File: src/rtl/video_capture_pkg.sv
// video_capture_pkg: capture FSM encoding and default raster timing
// shared by the frame-capture front end.
package video_capture_pkg;

   typedef enum logic [1:0] {
      CAP_WAIT_VSYNC = 2'd0,
      CAP_WAIT_LINE  = 2'd1,
      CAP_H_PORCH    = 2'd2,
      CAP_ACTIVE     = 2'd3
   } cap_state_e;

   localparam int DEF_PIXEL_DIV  = 4;
   localparam int DEF_H_OFFSET   = 32;
   localparam int DEF_H_PIXELS   = 256;
   localparam int DEF_V_OFFSET   = 16;
   localparam int DEF_V_LINES    = 192;
   localparam int DEF_VSYNC_MIN  = 64;
   localparam int DEF_ADDR_WIDTH = 13;

   function automatic int max2(input int a, input int b);
      return (a > b) ? a : b;
   endfunction

endpackage

File: src/rtl/video_capture_sync_detect.sv
// video_capture_sync_detect: measures sync pulse width and classifies
// each falling edge as hsync or vsync.
module video_capture_sync_detect
   import video_capture_pkg::*;
#(
   parameter int VSYNC_MIN = DEF_VSYNC_MIN
) (
   input  logic clk_i,
   input  logic rst_i,
   input  logic sync_i,
   output logic hsyncEvt_o,
   output logic vsyncEvt_o,
   output logic syncRise_o
);

   localparam int LEN_W = $clog2(VSYNC_MIN + 1);
   localparam logic [LEN_W-1:0] LEN_SAT = LEN_W'(VSYNC_MIN);
   localparam logic [LEN_W-1:0] LEN_ONE = LEN_W'(1);

   logic [LEN_W-1:0] syncLen_q;
   logic [LEN_W-1:0] syncLen_d;
   logic             syncPrev_q;
   logic             fall;

   always_comb begin
      syncLen_d = '0;
      if (sync_i) begin
         syncLen_d = (syncLen_q == LEN_SAT) ? syncLen_q
                                            : syncLen_q + LEN_ONE;
      end
      // syncLen_q still holds the full pulse width on the first low cycle
      fall       = syncPrev_q & ~sync_i;
      vsyncEvt_o = fall & (syncLen_q == LEN_SAT);
      hsyncEvt_o = fall & (syncLen_q != LEN_SAT);
      syncRise_o = sync_i & ~syncPrev_q;
   end

   always_ff @(posedge clk_i or posedge rst_i) begin
      if (rst_i) begin
         syncLen_q  <= '0;
         syncPrev_q <= 1'b0;
      end else begin
         syncLen_q  <= syncLen_d;
         syncPrev_q <= sync_i;
      end
   end

endmodule

File: src/rtl/video_capture.sv
// video_capture: rebuilds the displayed frame from videoSync/videoPixel
// and emits it as packed bytes on a frame-buffer write port.
module video_capture
   import video_capture_pkg::*;
#(
   parameter int PIXEL_DIV  = DEF_PIXEL_DIV,
   parameter int H_OFFSET   = DEF_H_OFFSET,
   parameter int H_PIXELS   = DEF_H_PIXELS,
   parameter int V_OFFSET   = DEF_V_OFFSET,
   parameter int V_LINES    = DEF_V_LINES,
   parameter int VSYNC_MIN  = DEF_VSYNC_MIN,
   parameter int ADDR_WIDTH = DEF_ADDR_WIDTH
) (
   input  logic                  clk,
   input  logic                  reset,
   input  logic                  videoSync,
   input  logic                  videoPixel,
   output logic                  wrEn,
   output logic [ADDR_WIDTH-1:0] wrAddr,
   output logic [7:0]            wrData,
   output logic                  frameDone,
   output logic [7:0]            frameCount,
   output logic                  syncError
);

   localparam int BPR      = H_PIXELS / 8;
   localparam int LINE_END = V_OFFSET + V_LINES;
   localparam int LINE_W   = $clog2(LINE_END + 1);
   localparam int PIX_W    = $clog2(H_PIXELS);
   localparam int DOT_W    = $clog2(max2(H_OFFSET, PIXEL_DIV) + 1);

   localparam logic [ADDR_WIDTH-1:0] BPR_A = ADDR_WIDTH'(BPR);
   localparam logic [LINE_W-1:0] LINE_FIRST = LINE_W'(V_OFFSET);
   localparam logic [LINE_W-1:0] LINE_LAST  = LINE_W'(LINE_END - 1);
   localparam logic [LINE_W-1:0] LINE_SAT   = LINE_W'(LINE_END);
   localparam logic [LINE_W-1:0] LINE_ONE   = LINE_W'(1);
   localparam logic [PIX_W-1:0]  PIX_LAST   = PIX_W'(H_PIXELS - 1);
   localparam logic [PIX_W-1:0]  PIX_ONE    = PIX_W'(1);
   localparam logic [DOT_W-1:0]  DOT_PORCH  = DOT_W'(H_OFFSET - 1);
   localparam logic [DOT_W-1:0]  DOT_PIX    = DOT_W'(PIXEL_DIV - 1);
   localparam logic [DOT_W-1:0]  DOT_ONE    = DOT_W'(1);

   logic hsyncEvt;
   logic vsyncEvt;
   logic syncRise;

   cap_state_e            state_q;
   logic [DOT_W-1:0]      dotCnt_q;
   logic [PIX_W-1:0]      pixCnt_q;
   logic [LINE_W-1:0]     lineIdx_q;
   logic [LINE_W-1:0]     lineIdx_d;
   logic [ADDR_WIDTH-1:0] lineBase_q;
   logic [ADDR_WIDTH-1:0] nextBase_q;
   logic [ADDR_WIDTH-1:0] wrAddr_q;
   logic [ADDR_WIDTH-1:0] wrAddr_d;
   logic [6:0]            shift_q;
   logic [7:0]            shift_d;
   logic [7:0]            wrData_q;
   logic [7:0]            frameCount_q;
   logic                  lastRow_q;
   logic                  donePend_q;
   logic                  wrEn_q;
   logic                  frameDone_q;
   logic                  syncError_q;
   logic                  inWindow;
   logic                  sample;

   video_capture_sync_detect #(
      .VSYNC_MIN (VSYNC_MIN)
   ) u_sync (
      .clk_i      (clk),
      .rst_i      (reset),
      .sync_i     (videoSync),
      .hsyncEvt_o (hsyncEvt),
      .vsyncEvt_o (vsyncEvt),
      .syncRise_o (syncRise)
   );

   always_comb begin
      shift_d   = {shift_q, videoPixel};
      wrAddr_d  = lineBase_q + ADDR_WIDTH'(pixCnt_q[PIX_W-1:3]);
      lineIdx_d = (lineIdx_q == LINE_SAT) ? lineIdx_q
                                          : lineIdx_q + LINE_ONE;
      inWindow  = (lineIdx_q >= LINE_FIRST) && (lineIdx_q < LINE_SAT);
      sample    = 1'b0;
      if (!syncRise) begin
         sample = ((state_q == CAP_H_PORCH) && (dotCnt_q == DOT_PORCH))
               || ((state_q == CAP_ACTIVE) && (dotCnt_q == DOT_PIX));
      end
   end

   always_ff @(posedge clk or posedge reset) begin
      if (reset) begin
         state_q      <= CAP_WAIT_VSYNC;
         dotCnt_q     <= '0;
         pixCnt_q     <= '0;
         lineIdx_q    <= '0;
         lineBase_q   <= '0;
         nextBase_q   <= '0;
         wrAddr_q     <= '0;
         shift_q      <= '0;
         wrData_q     <= '0;
         frameCount_q <= '0;
         lastRow_q    <= 1'b0;
         donePend_q   <= 1'b0;
         wrEn_q       <= 1'b0;
         frameDone_q  <= 1'b0;
         syncError_q  <= 1'b0;
      end else begin
         wrEn_q      <= 1'b0;
         frameDone_q <= 1'b0;
         syncError_q <= 1'b0;

         // frameDone trails the final byte's wrEn by one cycle
         if (donePend_q) begin
            donePend_q   <= 1'b0;
            frameDone_q  <= 1'b1;
            frameCount_q <= frameCount_q + 8'd1;
         end

         if (sample) begin
            shift_q  <= shift_d[6:0];
            dotCnt_q <= '0;
            pixCnt_q <= pixCnt_q + PIX_ONE;
            if (pixCnt_q[2:0] == 3'd7) begin
               wrEn_q   <= 1'b1;
               wrData_q <= shift_d;
               wrAddr_q <= wrAddr_d;
            end
         end

         unique case (state_q)
            CAP_WAIT_VSYNC: begin
               if (vsyncEvt) begin
                  lineIdx_q  <= '0;
                  nextBase_q <= '0;
                  state_q    <= CAP_WAIT_LINE;
               end
            end
            CAP_WAIT_LINE: begin
               if (vsyncEvt) begin
                  syncError_q <= 1'b1;
                  lineIdx_q   <= '0;
                  nextBase_q  <= '0;
               end else if (hsyncEvt) begin
                  lineIdx_q <= lineIdx_d;
                  if (inWindow) begin
                     lineBase_q <= nextBase_q;
                     nextBase_q <= nextBase_q + BPR_A;
                     lastRow_q  <= (lineIdx_q == LINE_LAST);
                     dotCnt_q   <= DOT_ONE;
                     pixCnt_q   <= '0;
                     state_q    <= CAP_H_PORCH;
                  end
               end
            end
            CAP_H_PORCH: begin
               if (syncRise) begin
                  syncError_q <= 1'b1;
                  state_q     <= CAP_WAIT_LINE;
               end else if (sample) begin
                  state_q <= CAP_ACTIVE;
               end else begin
                  dotCnt_q <= dotCnt_q + DOT_ONE;
               end
            end
            CAP_ACTIVE: begin
               if (syncRise) begin
                  syncError_q <= 1'b1;
                  state_q     <= CAP_WAIT_LINE;
               end else if (sample) begin
                  if (pixCnt_q == PIX_LAST) begin
                     donePend_q <= lastRow_q;
                     state_q    <= lastRow_q ? CAP_WAIT_VSYNC
                                             : CAP_WAIT_LINE;
                  end
               end else begin
                  dotCnt_q <= dotCnt_q + DOT_ONE;
               end
            end
            default: state_q <= CAP_WAIT_VSYNC;
         endcase
      end
   end

   assign wrEn       = wrEn_q;
   assign wrAddr     = wrAddr_q;
   assign wrData     = wrData_q;
   assign frameDone  = frameDone_q;
   assign frameCount = frameCount_q;
   assign syncError  = syncError_q;

endmodule

File: config.mk
export PLATFORM = sky130hd
export DESIGN_NAME = video_capture
export DESIGN_NICKNAME = d
export VERILOG_FILES = /design/src/rtl/video_capture_pkg.sv /design/src/rtl/video_capture_sync_detect.sv /design/src/rtl/video_capture.sv
export SDC_FILE = /design/constraint.sdc
export NUM_CORES = 1
export LEC_CHECK = 0
export BUFFER_PORTS_ARGS = -buffer_cell sky130_fd_sc_hd__buf_4
export CAP_MARGIN = 20
export CORE_MARGIN = 10
export CORE_UTILIZATION = 38
export DETAILED_ROUTE_END_ITERATION = 7
export PLACE_DENSITY = 0.66
export SETUP_SLACK_MARGIN = 0.3
export SYNTH_ARGS = -nofsm -noshare
export SYNTH_HDL_FRONTEND = slang
export SYNTH_SLANG_ARGS = --single-unit
File: constraint.sdc
create_clock -name clk -period 4 [get_ports clk]
set_input_delay 0.8 -clock clk [delete_from_list [all_inputs] [get_ports clk]]
set_output_delay 0.8 -clock clk [all_outputs]
set_load 0.01 [all_outputs]
==> metrics.md, run 1 <==
| Metric | Value |
|---|---|
| Via density | roughly 5.4 |
| Slowest stage delay, CP | roughly 0.59 ns |
| Largest cells by area after synthesis | dfrtp_1 (54%), mux2_2 (9.5%), ha_1 (2.7%), nand3_1 (2.4%), xnor2_1 (2.1%) |
| Crit end category | flop |
| Peak VDD IR | 0.1344 mV |
| Synth unique cells | 56 |
| Vias in the first global route | approximately 3,000 |
| Site Rows | 38 |
| Die W | roughly 120 um |
| EDFF count, synth | 0 |
| First-pass GRT wire length | roughly 14 mm |
| Cells on worst reg2reg path | 4 |
| Clock latency on the worst-skew pair | ~0.36 ns |
| Worst-path clk slew | 0.09 ns |
| # IOs | 36 |
| Initial antenna violation count | 0 |
| Top_reg_cell synth | dfrtp_1 |
| Yosys top cell area share | 53.84% |
| Length of the first detailed-routing pass in iterations | 4 |
| Die area | roughly 15,000 um^2 |
| Fmax | about 370 MHz |
| Leakage | around 2.3 nW |
| Slew @ Worst Pin | 1.030 ns |
| Yosys warns | 0 |
| Max Buffers Root-to-Sink | 2 |
| TNS Setup | 0 ns |
| Period utilization | 67.21% |
| FILL cells | 998 |
| Syn Inst Count | 355 |
| Post-CTS Resized | 0 |
| Initial Util | about two fifths |
| Fin. Hold Viols | 0 |
| PortBufs | 35 |
| Cell taking the most area after synthesis | dfrtp_1 |
| Fin util | approximately 44% |
| HP Class | input pin to asynchronous set/reset pin |
| Worst rel slew slack | between 30% and 40% |
| Pin count of the biggest net entering global routing | 54 |
| Clock sinks | a little under 90 |
| Post-DP HPWL | between 5 and 6 mm |
| Worst Path Class, Setup | flop to flop |
| Diode count | 0 |
| Share of cells above drive strength 1 | around a quarter |
| Routed wire per std cell | 15.20 um |
| Total grt overflow | 0 |
| Cts hold-fix bufs | 0 |
| Top cells by count, synth | dfrtp_1 (89), mux2_2 (35), nand2_1 (20), nand3_1 (20) |
| RSZ-0062 raised after global routing | no |
| Register area share after synthesis | between 50 and 60% |
| Mean Syn Cell Area | roughly 12 um^2 |
| Die Y | ~120 um |
| Max_cap viols | 0 |
| Reg2Reg Capture Point | wrAddr[7]$_DFFE_PP0P_ |
| Core area | 10,750 um^2 |
| Crit-path slowest cell | a2111oi_4 |
| Syn Std Cell Area | 4136 um^2 |
| Pwr dens | roughly 350 nW/um^2 |
| Synth Register Bits | between 80 and 90 |
| Routed WL | 8.164 mm |
| Skew final | ~0.0083 ns |
| Hold WS | about 0.29 ns |
| Setup bufs post-CTS | 0 |
| Syn Nets | roughly 370 |
| Residual DRC | 0 |
| Clk root buf | clkbuf_8 |
| Area Growth Syn to Fin | 15.43% |
| CP startpoint | state_q[0]$_DFFE_PP0P_ |
| Worst path required time | 4.25 ns |
| Buf/Inv on CP | 0 |
| Family with the most delay on the worst path | simple AND/OR/NAND/NOR gates |
| Slew Viols, Final | 0 |
| Synth async-reset ratio | between 90% and 100% |
| Setup crit start kind | flop |
| Inserted Clock Buffers | 9 |
| Most common cell in the netlist | dfrtp_1 |
| GR Util All Layers | between 10% and 20% |
| Outcome | complete, no violations |
| Detailed Route Iter0 Violations | 201 |
| Minimum clock period after layout | roughly 2.7 ns |
| Crit-path max FO | 22 |
| Flop2flop setup slack | between 1 and 1.5 ns |
| Layout Nets | 406 |
| CTS tree | built |
| # setup viols final | 0 |
| Vias | roughly 2,900 |
| Worst Path Arrival | around 2.9 ns |
| Crit path cell chain | or4b_4 -> a2111oi_4 -> nand2_2 -> mux2_1 |
| Antenna viol nets, final | 0 |
| FF-to-FF Start | state_q[0]$_DFFE_PP0P_ |
| Overall power | ~1.7 mW |
| CTS HTree Levels | 3 |
| Placer Congestion | ~0.84 |
==> registers in the layout, summed over array words and instances, names as in the netlist, 2 cells and up <==
register,cells
u_sync.syncLen_q,7
wrData,8
nextBase_q,8
lineIdx_q,8
state_q,2
frameCount,8
dotCnt_q,6
pixCnt_q,8
lineBase_q,8
shift_q,7
wrAddr,13
==> cells in the final DEF (no fill, tap or decap), types with 2 or more instances in the layout <==
master and count:
xnor2_1 10, o21a_1 3, nand2_1 20, mux2_2 35, nand2b_1 7, nand4bb_1 2
nor2_1 10, and4_1 4, mux2_1 2, or3_1 2, xor2_1 6, nor4bb_1 2
o211ai_1 4, and3_1 12, a211o_1 2, mux2i_1 3, inv_1 9, nand4_1 7
a31oi_1 9, o21ai_0 12, bufinv_16 2, and2_1 7, dfrtp_1 89, clkbuf_8 11
nor2b_1 5, buf_4 39, a21oi_1 12, nor3_1 7, o31ai_1 2, a221o_1 2
nand3_1 20, a32o_1 2, ha_1 9, nand3b_1 2, or4_1 4, nor3b_1 2
==> cell families after synthesis <==
group | count (synthesis) | share of synthesized area (%)
flops | 89 | 53.84
buf+inv | 22 | 2.329
compound gates | 61 | 10.47
fa+ha+maj | 9 | 2.722
mux | 40 | 10.80
xor+xnor | 16 | 3.388
simple gates | 118 | 16.45
==> final cells by class <==
cell class / count / area, um^2 / share of cell area, %
tap: 140 / 175.2 / 3.669
timing repair buffer: 39 / 292.8 / 6.132
inverter: 10 / 38.79 / 0.8124
clock buffer: 11 / 151.4 / 3.171
multi-input combinational: 244 / 1813 / 37.97
clock inverter: 4 / 76.32 / 1.599
sequential: 89 / 2227 / 46.65
==> through the flow <==
stage	cells	setup slack (ns)	area (um^2)
floorplan	355	0.8931	4136
global placement	522	1.316	4547
detailed placement	522	1.230	4547
CTS	537	1.294	4775
global route	537	1.136	4775
finish	537	1.311	4775
==> layer usage <==
| layer | GRT usage (%) | up-vias | share of wire (%) |
|---|---|---|---|
| li1 | - | 1381 | - |
| met1 | 13.84 | 1453 | 48 |
| met2 | 16.66 | 56 | 46 |
| met3 | 2.681 | 12 | 4.1 |
| met4 | 5.415 | 0 | 1.8 |
| met5 | 0 | - | 0 |
==> how the worst max path moves through the flow <==
| stage | to | slack, ns | cells after the start |
|---|---|---|---|
| floorplan | donePend_q$_DFF_PP0_ | 0.89 | 1 |
| global placement | wrAddr[7]$_DFFE_PP0P_ | 1.32 | 5 |
| detailed placement | wrAddr[6]$_DFFE_PP0P_ | 1.23 | 5 |
| CTS | wrAddr[6]$_DFFE_PP0P_ | 1.29 | 4 |
| global route | wrAddr[6]$_DFFE_PP0P_ | 1.14 | 4 |
| finish | wrAddr[7]$_DFFE_PP0P_ | 1.31 | 4 |
==> where the power goes <==
group / switching [mW] / internal, mW
logic: 0.0283 / 0.0124
registers: 0.00697 / 0.905
clock network: 0.322 / 0.384
Note: power is estimated with default switching activity, not from simulation.
==> run 2: changes to the inputs <==
clock period = 2.49 ns   (was 4 ns; I/O delays follow)
==> metrics.md, run 2 (synthesis gave the netlist of run 1 again) <==
| Metric | Value |
|---|---|
| CTS tree | built |
| Pwr dens | 519.9 nW/um^2 (+50%) |
| Crit-path max FO | 5 (-77%) |
| Core area | 10,750 um^2 (unchanged) |
| Worst Path Arrival | 2.47 ns (-0.47 ns) |
| Antenna viol nets, final | 0 (unchanged) |
| Worst rel slew slack | 56.16% (+25 points) |
| Share of cells above drive strength 1 | 28.37% (+4.2 points) |
| Detailed Route Iter0 Violations | 240 (+19%) |
| Die area | 15,460 um^2 (unchanged) |
| Largest register FFs | 13 (unchanged) |
| Diode count | 0 (unchanged) |
| FILL cells | 1,024 (+2.6%) |
| Worst Slack Setup Final | 0.3238 ns (-0.9877 ns) |
| Most common cell after layout, fill and taps aside | dfrtp_1 |
| GR Util All Layers | 10.84% (about the same) |
| RSZ-0062 raised after global routing | yes |
| Fin. Hold Viols | 0 (unchanged) |
| # IOs | 36 (unchanged) |
| Global routing's busiest layer | met2 |
| Residual DRC | 0 (unchanged) |
| Total grt overflow | 0 (unchanged) |
| Pin count of the biggest net entering global routing | 45 (-17%) |
| Crit end category | flop |
| Post-DP HPWL | 5.736 mm (+1.6%) |
| Site Rows | 38 (unchanged) |
| Vias in the first global route | 3,006 (+3.0%) |
| Worst Path Class, Setup | flop to flop |
| Peak VDD IR | 0.3380 mV (+150%) |
| Most frequent cells in the layout | dfrtp_1 (89), buf_4 (56), mux2_2 (35) |
| Leakage | 2.360 nW (+3.3%) |
| Initial Util | 38.50% (unchanged) |
| Minimum clock period after layout | 2.166 ns (-0.5223 ns) |
| Placer Congestion | 0.8338 (-0.67%) |
| Skew final | 0.01130 ns (+0.002980 ns) |
| M2 GR Usage | 17.25% (+0.59 points) |
| HP Class | input pin to asynchronous set/reset pin |
| Fin util | 45.78% (+1.4 points) |
| Outcome | complete, no violations |
| Worst-path clk slew | 0.09 ns (about the same) |
| Met3 Use GR | 3.191% (+0.51 points) |
| Inserted Clock Buffers | 9 (unchanged) |
| Layout Nets | 424 (+4.4%) |
| Setup crit start kind | flop |
| PortBufs | 35 (unchanged) |
| Die W | 124.3 um (unchanged) |
| Cts hold-fix bufs | 0 (unchanged) |
| Slew @ Worst Pin | 0.6563 ns (-0.3738 ns) |
| Slew Viols, Final | 0 (unchanged) |
| Clock sinks | 89 (unchanged) |
| # setup viols final | 0 (unchanged) |
| Vias | 2,952 (+1.7%) |
| Worst path required time | 2.79 ns (-1.46 ns) |
| Routed wire per std cell | 14.67 um (-3.5%) |
| Max_cap viols | 0 (unchanged) |
| Fmax | 461.6 MHz (+24%) |
| M1 GR Usage | 13.03% (-0.82 points) |
| Max Buffers Root-to-Sink | 2 (unchanged) |
| Die Y | 124.3 um (unchanged) |
| Via density | 5.309 (-1.8%) |
| Period utilization | 87.00% (+20 points) |
| TNS Setup | 0 ns (unchanged) |
| Length of the first detailed-routing pass in iterations | 4 (unchanged) |
| Clk root buf | clkbuf_8 |
| First-pass GRT wire length | 14.25 mm (-0.81%) |
| CTS HTree Levels | 3 (unchanged) |
| Initial antenna violation count | 0 (unchanged) |
| Routed WL | 8.154 mm (-0.12%) |
| Clock latency on the worst-skew pair | 0.37 ns (about the same) |
| Setup WS pre-CTS | 0.1496 ns (-1.080 ns) |
| Area Growth Syn to Fin | 18.94% |
[run 2: final cells by class]
class | count | area, um^2 | share of cell area, %
clock buffers | 11 | 141.4 | 2.874
clock inverters | 5 | 62.56 | 1.272
inverters | 10 | 41.29 | 0.8393
multi-input cells | 244 | 1832 | 37.23
flip-flops and latches | 89 | 2227 | 45.27
well taps | 140 | 175.2 | 3.561
repair buffers | 57 | 440.4 | 8.952
[run 2: power breakdown]
| group | total, mW | switching [mW] | internal, mW |
|---|---|---|---|
| Clock | 1.02 | 0.526 | 0.499 |
| Combinational | 0.0684 | 0.0458 | 0.0226 |
| Sequential | 1.47 | 0.0115 | 1.45 |
[run 2: worst max-delay path, stage by stage (launching register included)]
cell and delay, ns:
dfrtp_1 0.40, or4b_4 0.57, a2111o_1 0.45, or4_1 0.54
a21oi_2 0.14
[run 2: layer usage]
metal | vias up | wire length, um
met4 | 0 | 162
li1 | 1418 | -
met1 | 1472 | 3750
met5 | - | 0
met3 | 16 | 354
met2 | 46 | 3887
[run 2: worst paths after layout]
kind / startpoint / end / slack [ns] / cells after the start
max in group asynchronous: reset / wrAddr[6]$_DFFE_PP0P_ / 1.64 / 3
min reg2reg: frameCount[7]$_DFFE_PP0P_ / frameCount[7]$_DFFE_PP0P_ / 0.49 / 1
max reg2reg: dotCnt_q[4]$_DFF_PP0_ / pixCnt_q[5]$_DFF_PP0_ / 0.32 / 4
min in group clk: videoSync / u_sync.syncPrev_q$_DFF_PP0_ / 0.34 / 1
min: reset / frameCount[2]$_DFFE_PP0P_ / 0.22 / 2
max: dotCnt_q[4]$_DFF_PP0_ / pixCnt_q[5]$_DFF_PP0_ / 0.32 / 4
[run 2: stage by stage]
stage | instance area, um^2 | cells | power, mW | hold slack (ns)
finish | 4920 | 556 | 2.558 | 0.2162
global route | 4920 | 556 | 2.666 | 0.2579
CTS | 4907 | 556 | 2.587 | 0.2335
detailed placement | 4644 | 533 | 1.565 | 0.4775
global placement | 4644 | 533 | 1.562 | 0.4684
floorplan | 4143 | 355 | 1.538 | 0.3519
[run 2: timing repair]
action / 4_1_cts / 5_1_grt
pin swaps: 3 / 6
resized for setup: 1 / 3
setup buffers: 7 / 0
setup endpoints to repair: 8 / 12
